**src/rtl/sum_ascii_tx_ctrl.sv**
```systemverilog
// sum_ascii_tx_ctrl: sends a captured 5-bit sum as two ASCII decimal digits
// (optionally followed by CR LF) through a byte-wide UART transmitter,
// using a send-strobe / busy handshake. This is a Moore FSM.
module sum_ascii_tx_ctrl #(
    parameter int SEND_CRLF = 1
) (
    input  logic       clk,
    input  logic       reset_n,
    input  logic       start,
    input  logic [4:0] sum,
    input  logic       uart_tx_busy,
    output logic       uart_tx_en,
    output logic [7:0] uart_tx_data,
    output logic       busy,
    output logic       done
);

    localparam logic [2:0] S_IDLE      = 3'd0;
    localparam logic [2:0] S_ARM       = 3'd1;
    localparam logic [2:0] S_SEND      = 3'd2;
    localparam logic [2:0] S_WAIT_ACK  = 3'd3;
    localparam logic [2:0] S_WAIT_FREE = 3'd4;

    // Index of the final byte of a message: CR LF adds two bytes.
    localparam logic [1:0] LAST_IDX = (SEND_CRLF != 0) ? 2'd3 : 2'd1;

    logic [2:0] r_state;
    logic [1:0] r_idx;
    logic [4:0] r_sum;
    logic       r_done;

    logic [1:0] w_tens;
    logic [3:0] w_ones;
    logic [7:0] w_byte;
    logic       w_in_xfer;

    // Split the captured sum (0..31) into tens and ones digits.
    always_comb begin
        w_tens = 2'd0;
        w_ones = 4'(r_sum);
        if (r_sum >= 5'd30) begin
            w_tens = 2'd3;
            w_ones = 4'(r_sum - 5'd30);
        end else if (r_sum >= 5'd20) begin
            w_tens = 2'd2;
            w_ones = 4'(r_sum - 5'd20);
        end else if (r_sum >= 5'd10) begin
            w_tens = 2'd1;
            w_ones = 4'(r_sum - 5'd10);
        end
    end

    // Select the message byte addressed by the byte index.
    always_comb begin
        w_byte = 8'h00;
        case (r_idx)
            2'd0:    w_byte = {6'b001100, w_tens};
            2'd1:    w_byte = {4'h3, w_ones};
            2'd2:    w_byte = 8'h0D;
            default: w_byte = 8'h0A;
        endcase
    end

    // A byte is "in transfer" from its strobe until the UART releases busy;
    // the data bus holds that byte for the whole window and is 0 otherwise.
    assign w_in_xfer = (r_state == S_SEND) || (r_state == S_WAIT_ACK) ||
                       (r_state == S_WAIT_FREE);

    assign uart_tx_en   = (r_state == S_SEND);
    assign uart_tx_data = w_in_xfer ? w_byte : 8'h00;
    assign busy         = (r_state != S_IDLE);
    assign done         = r_done;

    // Message sequencer: capture, wait for a free UART, strobe each byte,
    // then wait for the UART to take it (busy high) and finish it (busy low).
    always_ff @(posedge clk or negedge reset_n) begin
        if (!reset_n) begin
            r_state <= S_IDLE;
            r_idx   <= 2'd0;
            r_sum   <= 5'd0;
            r_done  <= 1'b0;
        end else begin
            r_done <= 1'b0;
            case (r_state)
                S_IDLE: begin
                    if (start) begin
                        r_sum   <= sum;
                        r_idx   <= 2'd0;
                        r_state <= S_ARM;
                    end
                end
                S_ARM: begin
                    // A transfer owned by someone else may still be running.
                    if (!uart_tx_busy) r_state <= S_SEND;
                end
                S_SEND: begin
                    r_state <= S_WAIT_ACK;
                end
                S_WAIT_ACK: begin
                    if (uart_tx_busy) r_state <= S_WAIT_FREE;
                end
                S_WAIT_FREE: begin
                    if (!uart_tx_busy) begin
                        if (r_idx == LAST_IDX) begin
                            r_state <= S_IDLE;
                            r_done  <= 1'b1;
                        end else begin
                            r_idx   <= r_idx + 2'd1;
                            r_state <= S_SEND;
                        end
                    end
                end
                default: begin
                    r_state <= S_IDLE;
                end
            endcase
        end
    end

endmodule

```
**config.mk**
```make
export PLATFORM = sky130hd
export DESIGN_NAME = sum_ascii_tx_ctrl
export DESIGN_NICKNAME = d
export VERILOG_FILES = /design/src/rtl/sum_ascii_tx_ctrl.sv
export SDC_FILE = /design/constraint.sdc
export NUM_CORES = 1
export LEC_CHECK = 0
export CORE_MARGIN = 5
export CORE_UTILIZATION = 49
export CTS_CLUSTER_DIAMETER = 30
export CTS_CLUSTER_SIZE = 8
export DETAILED_ROUTE_END_ITERATION = 12
export GPL_TIMING_DRIVEN = 0
export PLACE_DENSITY_LB_ADDON = 0.08
export SLEW_MARGIN = 30
export SYNTH_ARGS = -nofsm -noshare
export SYNTH_HDL_FRONTEND = slang
export SYNTH_SLANG_ARGS = --single-unit
```
**constraint.sdc**
```tcl
create_clock -name clk -period 2.6 [get_ports clk]
set_input_delay 0.39 -clock clk [delete_from_list [all_inputs] [get_ports clk]]
set_output_delay 0.39 -clock clk [all_outputs]
set_load 0.03 [all_outputs]
```
==> reports/results.txt <==
Hold Fails Final Rpt: 0
HPWL Detailed: 1550 um
Port bufs: 17
Yosys cell types: 38
WS Path Type: reg2out
Final net count: 154
Routed WL: 2080 um
Worst path max stage delay: 450 ps
WHS: 467 ps
Asr flop ratio synth: 1.00
Tcrit/Tclk final: 0.989
Site Rows: 15
Inserted Diodes: 0
Synth top cells by count: 12 x nand2_1, 11 x dfrtp_1, 9 x ha_1, 9 x inv_1, 9 x nor2_1
Tmin final: 2570 ps
Final setup margin: 27.9 ps
Die Wd: 53.5 um
Top Ports: 20
Clock skew: 1.70 ps
Worst r2r path cells: 4
CTS tree: yes
Lkg Pwr: 0.542 nW
Drt first pass iters: 6
Cells after DPL: 153
Initial antenna violation count: 0
Critical Path Start: r_sum[2]
CP required: 2210 ps
Outcome: completed
Sequential area share after synthesis: 0.297
Synthesized instance count: 110
Syn_area_per_cell: 8.43 sq um
Synth area leader: dfrtp_1
Number of enable flip-flop cells after synthesis: 0
Area growth syn-to-layout: 27.4%
Rel. slew slack: 0.657
Clk sinks: 11
Initial core utilization: 0.526
FF-to-FF End: r_sum[0]
End of the critical path: uart_tx_data[1]
Final Cell Area: 1180 sq um
Synth Cell Area: 927 sq um
Largest net degree at the start of global routing: 12
Longest Clk Path Bufs: 2
Routed Antenna Nets: 0
Synth Flop Type: dfrtp_1
Reg2reg start: r_state[2]
CP max-delay cell: dfrtp_2
Synth area leaders: dfrtp_1 30%, ha_1 12%, nand2_1 4.9%
GRT Residual Overflow: 0
Reg clk slew, reported paths: 70 ps
Clk Latency, worst-skew pair: 260 ps
Die area: 2860 sq um
Maxcap violations: 0
Vias per cell: 5.16
First-pass GRT wire length: 3550 um
Cell Pwr Density: 1250 nW/um^2
F_max: 0.389 GHz
Post-synth top area share: 0.297
Routability Congestion: 0.784
Placed inst area: 1130 sq um
Vias in the first global route: 807
Slew Limit Fails: 0
Critical path peak fanout: 5
Setup slack, reg-to-reg: 830 ps
VDD IR max: 0.769 mV
CP Launch Type: flip-flop
Root buffer cell: clkbuf_4
DRC: 0
Critical-path cell list: ha_2 -> and4b_1 -> a31oi_4 -> a21bo_1 -> or4_4 -> o211ai_2 -> buf_6
H-Tree Depth: 1
Tightest Pin Transition: 513 ps
Die span in y: 53.5 um
Yosys reg bits: 11
Drt first-iter violations: 9
Drt wl/cell: 13.0 um
Final instance count without filler cells: 160
Vias: 825
Crit path capture type: output port
Final TNS setup: 0 ps
Top-count cell post-synth: nand2_1
Core box area: 1760 sq um
RSZ-0062 raised after global routing: true
Synth warn: 0
CP Data Arrival Time: 2180 ps
Hold Path Class: in2async
Num CTS Buffers: 3
Post-CTS Hold Buffers: 0
Total GRT Usage: 0.166
Setup WS pre-CTS: -333 ps
Fraction of layout cells with a size suffix above 1: 0.178
Setup violations, final: 0
stage by stage:
| stage | power, W | utilization |
|---|---|---|
| after global placement | 0.00133 | 0.642 |
| after CTS | 0.00148 | 0.660 |
| after floorplan | 0.00106 | - |
| after global routing | 0.00163 | 0.670 |
| final | 0.00148 | 0.670 |
| after detailed placement | 0.00136 | 0.642 |
critical path, delay by kind of cell (launching register included):
family                     cells  cell delay, ps
AOI/OAI and AO/OA              3             530
and+or+nand+nor                2             610
adders and majority gates      1             180
buffers and inverters          1             150
DFF                            1             450
cells in the final DEF (no fill, tap or decap), drive strengths merged, types with 3 or more instances in the layout:
cell,count
inv,10
clkbuf,8
nor3,5
ha,9
mux2i,3
clkdlybuf4s50,11
nand2,12
nor2,10
o21ai,8
dfrtp,11
buf,10
a21oi,6
nor2b,4
flip-flops by register name, indices dropped and copies added (netlist names):
signal,flops
r_sum,5
r_state,3
r_idx,2
done,1
how the worst min path moves through the flow:
stage / start / endpoint / slack (ps)
after CTS: reset_n / r_state[0] / 470
after global routing: reset_n / r_state[0] / 500
after floorplan: reset_n / done / 90
after global placement: r_state[2] / r_state[2] / 550
final: reset_n / done / 470
after detailed placement: r_idx[0] / r_idx[0] / 590
metal layers:
layer  global-route usage  vias up  part of all wire
met2                0.300       10              0.52
li1                     -      430                 -
met5                    0        -                 0
met1                0.205      385              0.46
met3               0.0423        0             0.020
met4               0.0128        0                 0
power breakdown:
| group | total (W) | internal, W | leakage [nW] | switching (W) |
|---|---|---|---|---|
| clock network | 0.000113 | 0.0000593 | 0.0150 | 0.0000540 |
| registers | 0.000344 | 0.000245 | 0.138 | 0.0000996 |
| logic | 0.00102 | 0.000435 | 0.389 | 0.000589 |
| total | 0.00148 | 0.000739 | 0.542 | 0.000743 |
cell families after synthesis:
logic type               count (synthesis)  synth area share
AND/OR/NAND/NOR                         40             0.219
AO/OA/AOI/OAI                           27             0.213
buffers and inverters                   17            0.0918
flip-flops                              11             0.297
adder cells (fa/ha/maj)                  9             0.121
multiplexers                             4            0.0445
other                                    1           0.00404
XOR/XNOR                                 1           0.00945
what timing repair did:
action | CTS | global route
cloned | 0 | 0
endpoints found under the setup margin | 6 | 4
gates resized for setup | 30 | 1
buffers inserted | 1 | 2
pin swaps | 3 | 1
layout make-up:
cell class	count	area (sq um)
Multi-Input combinational cell	83	586
Fill cell	168	583
Sequential cell	11	277
Buffer	7	47.5
Clock buffer	4	26.3
Timing Repair Buffer	20	176
Inverter	10	37.5
Tap cell	25	31.3
No activity file was read; power rests on OpenSTA's default activity.
